$ cat src/rtl/cp_pkg.sv
// Shared RV32I encodings used by the write-back stage and its load aligner.
package cp_pkg;

    localparam logic [6:0] OP_LOAD  = 7'b0000011;
    localparam logic [6:0] OP_STORE = 7'b0100011;

    localparam logic [2:0] F3_LB  = 3'd0;
    localparam logic [2:0] F3_LH  = 3'd1;
    localparam logic [2:0] F3_LW  = 3'd2;
    localparam logic [2:0] F3_LBU = 3'd4;
    localparam logic [2:0] F3_LHU = 3'd5;

endpackage

$ cat src/rtl/cp_wb_stage_if.sv
// Memory-stage to write-back-stage bundle.
// Handshake: a transfer happens on a rising edge where valid_mem_i & ready_mem_o;
// the master holds its fields stable while valid_mem_i is high and ready_mem_o is low.
interface cp_wb_stage_if;

    logic        valid_mem_i;
    logic        ready_mem_o;
    logic [31:0] rs1_data_mem_i;
    logic [31:0] rs2_data_mem_i;
    logic        rd_we_mem_i;
    logic [4:0]  rd_addr_mem_i;
    logic [2:0]  func3_mem_i;
    logic [6:0]  opcode_mem_i;
    logic [31:0] rdata_mem_i;

    modport master (
        output valid_mem_i, rs1_data_mem_i, rs2_data_mem_i, rd_we_mem_i,
               rd_addr_mem_i, func3_mem_i, opcode_mem_i, rdata_mem_i,
        input  ready_mem_o
    );

    modport slave (
        input  valid_mem_i, rs1_data_mem_i, rs2_data_mem_i, rd_we_mem_i,
               rd_addr_mem_i, func3_mem_i, opcode_mem_i, rdata_mem_i,
        output ready_mem_o
    );

endinterface

$ cat src/rtl/cp_load_align.sv
// Load lane select, sign/zero extension and misalignment detection.
module cp_load_align
    import cp_pkg::*;
(
    input  logic [2:0]  i_func3,
    input  logic [1:0]  i_addr,
    input  logic [31:0] i_rdata,
    output logic [31:0] o_data,
    output logic        o_err
);

    logic [7:0]  w_byte;
    logic [15:0] w_half;

    always_comb begin
        w_byte = i_rdata[7:0];
        case (i_addr)
            2'd0: w_byte = i_rdata[7:0];
            2'd1: w_byte = i_rdata[15:8];
            2'd2: w_byte = i_rdata[23:16];
            2'd3: w_byte = i_rdata[31:24];
            default: w_byte = i_rdata[7:0];
        endcase
        w_half = i_addr[1] ? i_rdata[31:16] : i_rdata[15:0];
    end

    // Data is forced to zero whenever the access is flagged as an error.
    always_comb begin
        o_data = 32'd0;
        o_err  = 1'b0;
        case (i_func3)
            F3_LB:  o_data = {{24{w_byte[7]}}, w_byte};
            F3_LBU: o_data = {24'd0, w_byte};
            F3_LH: begin
                if (i_addr[0]) o_err = 1'b1;
                else           o_data = {{16{w_half[15]}}, w_half};
            end
            F3_LHU: begin
                if (i_addr[0]) o_err = 1'b1;
                else           o_data = {16'd0, w_half};
            end
            F3_LW: begin
                if (i_addr != 2'd0) o_err = 1'b1;
                else                o_data = i_rdata;
            end
            default: o_err = 1'b1;
        endcase
    end

endmodule

$ cat src/rtl/cp_wb_stage.sv
// Single-entry write-back stage: aligns load data, writes the register file,
// drives the bypass path and counts retired instructions.
module cp_wb_stage
    import cp_pkg::*;
#(
    parameter int INSTRET_W = 64
) (
    input  logic                 clk,
    input  logic                 rst,
    cp_wb_stage_if.slave         mem,
    output logic                 rf_we_o,
    output logic [4:0]           rf_addr_o,
    output logic [31:0]          rf_data_o,
    input  logic                 rf_ready_i,
    output logic                 fwd_valid_o,
    output logic [4:0]           fwd_addr_o,
    output logic [31:0]          fwd_data_o,
    output logic                 err_o,
    output logic [INSTRET_W-1:0] instret_o
);

    logic                 r_valid;
    logic                 r_rd_we;
    logic [4:0]           r_rd_addr;
    logic [31:0]          r_data;
    logic                 r_err;
    logic [INSTRET_W-1:0] r_instret;

    logic        w_is_load;
    logic        w_accept;
    logic        w_retire;
    logic [31:0] w_align_data;
    logic        w_align_err;
    logic        w_err;
    logic [31:0] w_data;
    logic        w_unused_rs2;

    cp_load_align u_align (
        .i_func3 (mem.func3_mem_i),
        .i_addr  (mem.rs1_data_mem_i[1:0]),
        .i_rdata (mem.rdata_mem_i),
        .o_data  (w_align_data),
        .o_err   (w_align_err)
    );

    // Store data travels with the instruction but has no use at write-back.
    assign w_unused_rs2 = ^mem.rs2_data_mem_i;

    assign w_is_load       = (mem.opcode_mem_i == OP_LOAD);
    assign mem.ready_mem_o = ~r_valid | rf_ready_i;
    assign w_accept        = mem.valid_mem_i & mem.ready_mem_o;
    assign w_retire        = r_valid & rf_ready_i;
    assign w_err           = w_is_load & w_align_err;
    assign w_data          = w_err ? 32'd0 : (w_is_load ? w_align_data : mem.rs1_data_mem_i);

    // When the slot is empty or draining, it refills from this cycle's accept.
    always_ff @(posedge clk) begin
        if (rst) begin
            r_valid   <= 1'b0;
            r_rd_we   <= 1'b0;
            r_rd_addr <= 5'd0;
            r_data    <= 32'd0;
            r_err     <= 1'b0;
            r_instret <= '0;
        end else begin
            if (mem.ready_mem_o) begin
                r_valid <= w_accept;
            end
            if (w_accept) begin
                r_rd_we   <= mem.rd_we_mem_i & ~w_err;
                r_rd_addr <= mem.rd_addr_mem_i;
                r_data    <= w_data;
                r_err     <= w_err;
            end
            if (w_retire) begin
                r_instret <= r_instret + INSTRET_W'(1);
            end
        end
    end

    assign rf_we_o     = r_valid & r_rd_we & (r_rd_addr != 5'd0);
    assign rf_addr_o   = r_rd_addr;
    assign rf_data_o   = r_data;
    assign fwd_valid_o = rf_we_o;
    assign fwd_addr_o  = rf_addr_o;
    assign fwd_data_o  = rf_data_o;
    assign err_o       = r_valid & r_err & rf_ready_i;
    assign instret_o   = r_instret;

endmodule

$ cat src/flat_wrapper.sv
// flat-port wrapper written by rule: the top's interface ports become plain ports
module cp_wb_stage_flat import cp_pkg::*;
#(
    parameter int INSTRET_W = 64
)
  (clk, rst, rf_we_o, rf_addr_o, rf_data_o, rf_ready_i, fwd_valid_o, fwd_addr_o, fwd_data_o, err_o, instret_o, mem_valid_mem_i, mem_rs1_data_mem_i, mem_rs2_data_mem_i, mem_rd_we_mem_i, mem_rd_addr_mem_i, mem_func3_mem_i, mem_opcode_mem_i, mem_rdata_mem_i, mem_ready_mem_o);
  cp_wb_stage_if mem_i ();
  input  logic clk;
  input  logic rst;
  output logic rf_we_o;
  output logic [4:0] rf_addr_o;
  output logic [31:0] rf_data_o;
  input  logic rf_ready_i;
  output logic fwd_valid_o;
  output logic [4:0] fwd_addr_o;
  output logic [31:0] fwd_data_o;
  output logic err_o;
  output logic [INSTRET_W-1:0] instret_o;
  input wire logic [$bits(mem_i.valid_mem_i)-1:0] mem_valid_mem_i;
  input wire logic [$bits(mem_i.rs1_data_mem_i)-1:0] mem_rs1_data_mem_i;
  input wire logic [$bits(mem_i.rs2_data_mem_i)-1:0] mem_rs2_data_mem_i;
  input wire logic [$bits(mem_i.rd_we_mem_i)-1:0] mem_rd_we_mem_i;
  input wire logic [$bits(mem_i.rd_addr_mem_i)-1:0] mem_rd_addr_mem_i;
  input wire logic [$bits(mem_i.func3_mem_i)-1:0] mem_func3_mem_i;
  input wire logic [$bits(mem_i.opcode_mem_i)-1:0] mem_opcode_mem_i;
  input wire logic [$bits(mem_i.rdata_mem_i)-1:0] mem_rdata_mem_i;
  output wire logic [$bits(mem_i.ready_mem_o)-1:0] mem_ready_mem_o;
  assign mem_i.valid_mem_i = mem_valid_mem_i;
  assign mem_i.rs1_data_mem_i = mem_rs1_data_mem_i;
  assign mem_i.rs2_data_mem_i = mem_rs2_data_mem_i;
  assign mem_i.rd_we_mem_i = mem_rd_we_mem_i;
  assign mem_i.rd_addr_mem_i = mem_rd_addr_mem_i;
  assign mem_i.func3_mem_i = mem_func3_mem_i;
  assign mem_i.opcode_mem_i = mem_opcode_mem_i;
  assign mem_i.rdata_mem_i = mem_rdata_mem_i;
  assign mem_ready_mem_o = mem_i.ready_mem_o;
  cp_wb_stage #(.INSTRET_W(INSTRET_W)) u_core (.clk(clk), .rst(rst), .mem(mem_i), .rf_we_o(rf_we_o), .rf_addr_o(rf_addr_o), .rf_data_o(rf_data_o), .rf_ready_i(rf_ready_i), .fwd_valid_o(fwd_valid_o), .fwd_addr_o(fwd_addr_o), .fwd_data_o(fwd_data_o), .err_o(err_o), .instret_o(instret_o));
endmodule
$ cat config.mk
export PLATFORM = sky130hd
export DESIGN_NAME = cp_wb_stage_flat
export DESIGN_NICKNAME = d
export VERILOG_FILES = /design/src/rtl/cp_pkg.sv /design/src/rtl/cp_wb_stage_if.sv /design/src/rtl/cp_load_align.sv /design/src/rtl/cp_wb_stage.sv /design/src/flat_wrapper.sv
export SDC_FILE = /design/constraint.sdc
export NUM_CORES = 1
export LEC_CHECK = 0
export CAP_MARGIN = 40
export CORE_MARGIN = 5
export CORE_UTILIZATION = 40
export CTS_CLUSTER_SIZE = 40
export DETAILED_ROUTE_END_ITERATION = 10
export PLACE_DENSITY = 0.76
export SYNTH_ARGS = -nofsm -noshare
export SYNTH_HDL_FRONTEND = slang
export SYNTH_HIERARCHICAL = 1
export SYNTH_SLANG_ARGS = --single-unit
$ cat constraint.sdc
create_clock -name clk -period 6 [get_ports clk]
set_input_delay 0.9 -clock clk [delete_from_list [all_inputs] [get_ports clk]]
set_output_delay 0.9 -clock clk [all_outputs]
set_load 0.05 [all_outputs]
==> impl_metrics.toml <==
[outcome]
status = "complete, no violations"

[pwr]
powerDensity_nw_per_um2 = 213
power.leakage_nw = 2.97
ir_worst_vdd_mv = 0.150

[floorplan]
io_pins = 258
coreArea_um2 = 15000
die_h_um = 133
initial_utilization_pct = 40.2
rows = 45
die_w_um = 133
die_area_um2 = 17700

[synth]
yosys_most_used_dff = "dfxtp_1"
yosys.area_share.simple_pct = 32.5
synthesis.area_um2 = 6050
syn_avg_cell_area_um2 = 8.17
synth-edff-count = 0
synthArstFlopShare_pct = 0
synth-xor-area-share_pct = 4.92
synth_fa_ha_area_share_pct = 0.207
muxShareOfSynthArea_pct = 1.59
postSynthCellCount = 740
yosysWarnings = 6
post_synth_num_cell_types = 61
ys_seq_elements = 104
synth_top_family_by_area = "simple AND/OR/NAND/NOR gates"
seq_area_frac_synth_pct = 34.4
syn_nets = 857
synth-compound-area-share_pct = 16.9

[critical_path]
reg2reg_depth = 5
crit_start = "rf_ready_i"
crit_arrival_ns = 2.67
regToRegStartpoint = "u_core/instret_o[3]"
critPathLaunchType = "input port"
path_class = "in2out"
reg2reg_to = "u_core/instret_o[61]"
reg2reg_slack_ns = 3.41
path_max_fanout = 8
endpoint = "mem_ready_mem_o"
crit_required_ns = 5.10
end_kind = "output pin"

[timing]
rsz0062_at_grt = "no"
max-slew-margin-rel_pct = 46.7
setup-tns-final_ns = 0
finalHoldViolCount = 0
setup_viol = 0
timing.fmax_mhz = 280
clock_skew_ns = 0.0112
tightest_slew_ns = 0.800
period_needed_ns = 3.57
timing.final.ws_setup_ns = 2.43
finalCritPeriodShare_pct = 59.5
drv_slew = 0

[detailed_routing]
wire_per_inst_um = 16.7
vias = 6011
drc_errors = 0
viasPerCell = 5.53
routed_wirelength_mm = 18.1
ant_nets = 0
first_pass_iters = 4
drt_iter0_markers = 249

[global_routing]
grt_pass1_wl_mm = 28.7
grt_max_degree = 67
grt.overflow.total = 0
antenna_found_initial = 0
grt_pass1_vias = 5687
track_usage_pct = 19.7

[placement]
gp_congestion = 0.891
dp_hpwl_mm = 13.6
pre_cts_slack_ns = 2.43
place_area_um2 = 8060
io_buffer_count = 225

[cells_and_area]
final_util_pct = 55.8
layout_commonest_cell = "clkdlybuf4s50_1"
mostFrequentLayoutCells = "clkdlybuf4s50_1, dfxtp_1, nor2_1, nor3_1, a21oi_1"
nets = 1011
fill_cells = 1372
drive_gt1_share_pct = 5.78
final_area_um2 = 8390
antenna_cells = 0
syn_to_final_growth_pct = 38.8

[clock_network]
postCtsHoldBufs = 0
numClockSinks = 104
insertion_delay_ns = 0.35
clk_pin_slew_ns = 0.07
htree_levels = 3
cts-resized-gates = 0
cts_tree = "done"
root_buffer = "clkbuf_16"
post_cts_buffers = 0
clk_path_buf_depth = 2
cts_buffers = 9

[flow_run]
cap_violations = 0

[hold_path]
hold_class = "reg2reg"
-- synthesized netlist by cell type, drive strengths merged, types with 16 or more instances --
cell type / instances / area share [%]
xor2: 17 / 2.5
nor3b: 32 / 4.0
nand4: 29 / 4.0
dfxtp: 104 / 34
a211oi: 32 / 4.0
clkbuf: 32 / 2.0
a21o: 16 / 2.0
nand3: 22 / 2.1
o21ai: 25 / 2.1
buf: 56 / 6.7
nor2: 80 / 5.0
xnor2: 17 / 2.5
or3: 27 / 2.8
nand2: 38 / 2.4
a21oi: 41 / 3.4
nor3: 49 / 4.4
-- per-stage QoR --
stage | hold WS, ns | cells | total power, mW
2_1_floorplan | 0.432 | 740 | 1.00
3_3_place_gp | 0.452 | 1071 | 1.14
3_5_place_dp | 0.458 | 1071 | 1.14
4_1_cts | 0.472 | 1087 | 1.81
5_1_grt | 0.492 | 1087 | 1.85
6_report | 0.467 | 1087 | 1.79
-- layout make-up --
class / instances / area (µm²) / area share, %
clock buffer: 10 / 239 / 2.85
clock inverter: 6 / 97.6 / 1.16
inverter: 13 / 48.8 / 0.581
multi-input combinational: 535 / 3400 / 40.5
sequential: 104 / 2080 / 24.8
tap: 188 / 235 / 2.80
timing repair buffer: 231 / 2290 / 27.3
-- routing by layer --
metal  routed length, µm  vias up  GRT usage [%]
met5                   0        -              0
met4                 481        0           8.26
met3                1500       35           6.12
met2                8840      228           34.1
met1                7320     2788           22.4
li1                    -     2960              -
-- kinds of logic (layout without fill, tap and decap cells) --
| family | after synthesis | in the layout |
|---|---|---|
| and+or+nand+nor | 339 | 339 |
| adders and majority gates | 1 | 1 |
| DFF | 104 | 104 |
| buffers and inverters | 101 | 260 |
| AOI/OAI and AO/OA | 153 | 153 |
| xor gates and xnor gates | 34 | 34 |
| muxes | 8 | 8 |
-- sequential cells by signal (all words and copies together), names as in the netlist --
signal and flops:
u_core/instret_o 64, u_core/fwd_data_o 32, u_core/fwd_addr_o 5, u_core/r_err 1
u_core/r_rd_we 1, u_core/r_valid 1
-- how the worst min path moves through the flow --
stage	startpoint	end	slack, ns	cells past startpoint
4_1_cts	u_core/r_rd_we	u_core/r_rd_we	0.47	2
3_5_place_dp	u_core/r_rd_we	u_core/r_rd_we	0.46	2
6_report	u_core/r_rd_we	u_core/r_rd_we	0.47	2
5_1_grt	u_core/r_rd_we	u_core/r_rd_we	0.49	2
2_1_floorplan	u_core/r_rd_we	u_core/r_rd_we	0.43	2
3_3_place_gp	u_core/r_rd_we	u_core/r_rd_we	0.45	2
-- critical path, stage by stage --
cell and delay [ns]:
clkdlybuf4s50_1 0.62, nand2b_1 0.29, clkdlybuf4s50_1 0.85
-- power by group --
part           switching [mW]  total [mW]  internal, mW
Clock                   0.280       0.664         0.384
Combinational           0.239       0.394         0.155
Sequential             0.0174       0.727         0.710
Total                   0.537        1.79          1.25
No activity file was read; power rests on OpenSTA's default activity.
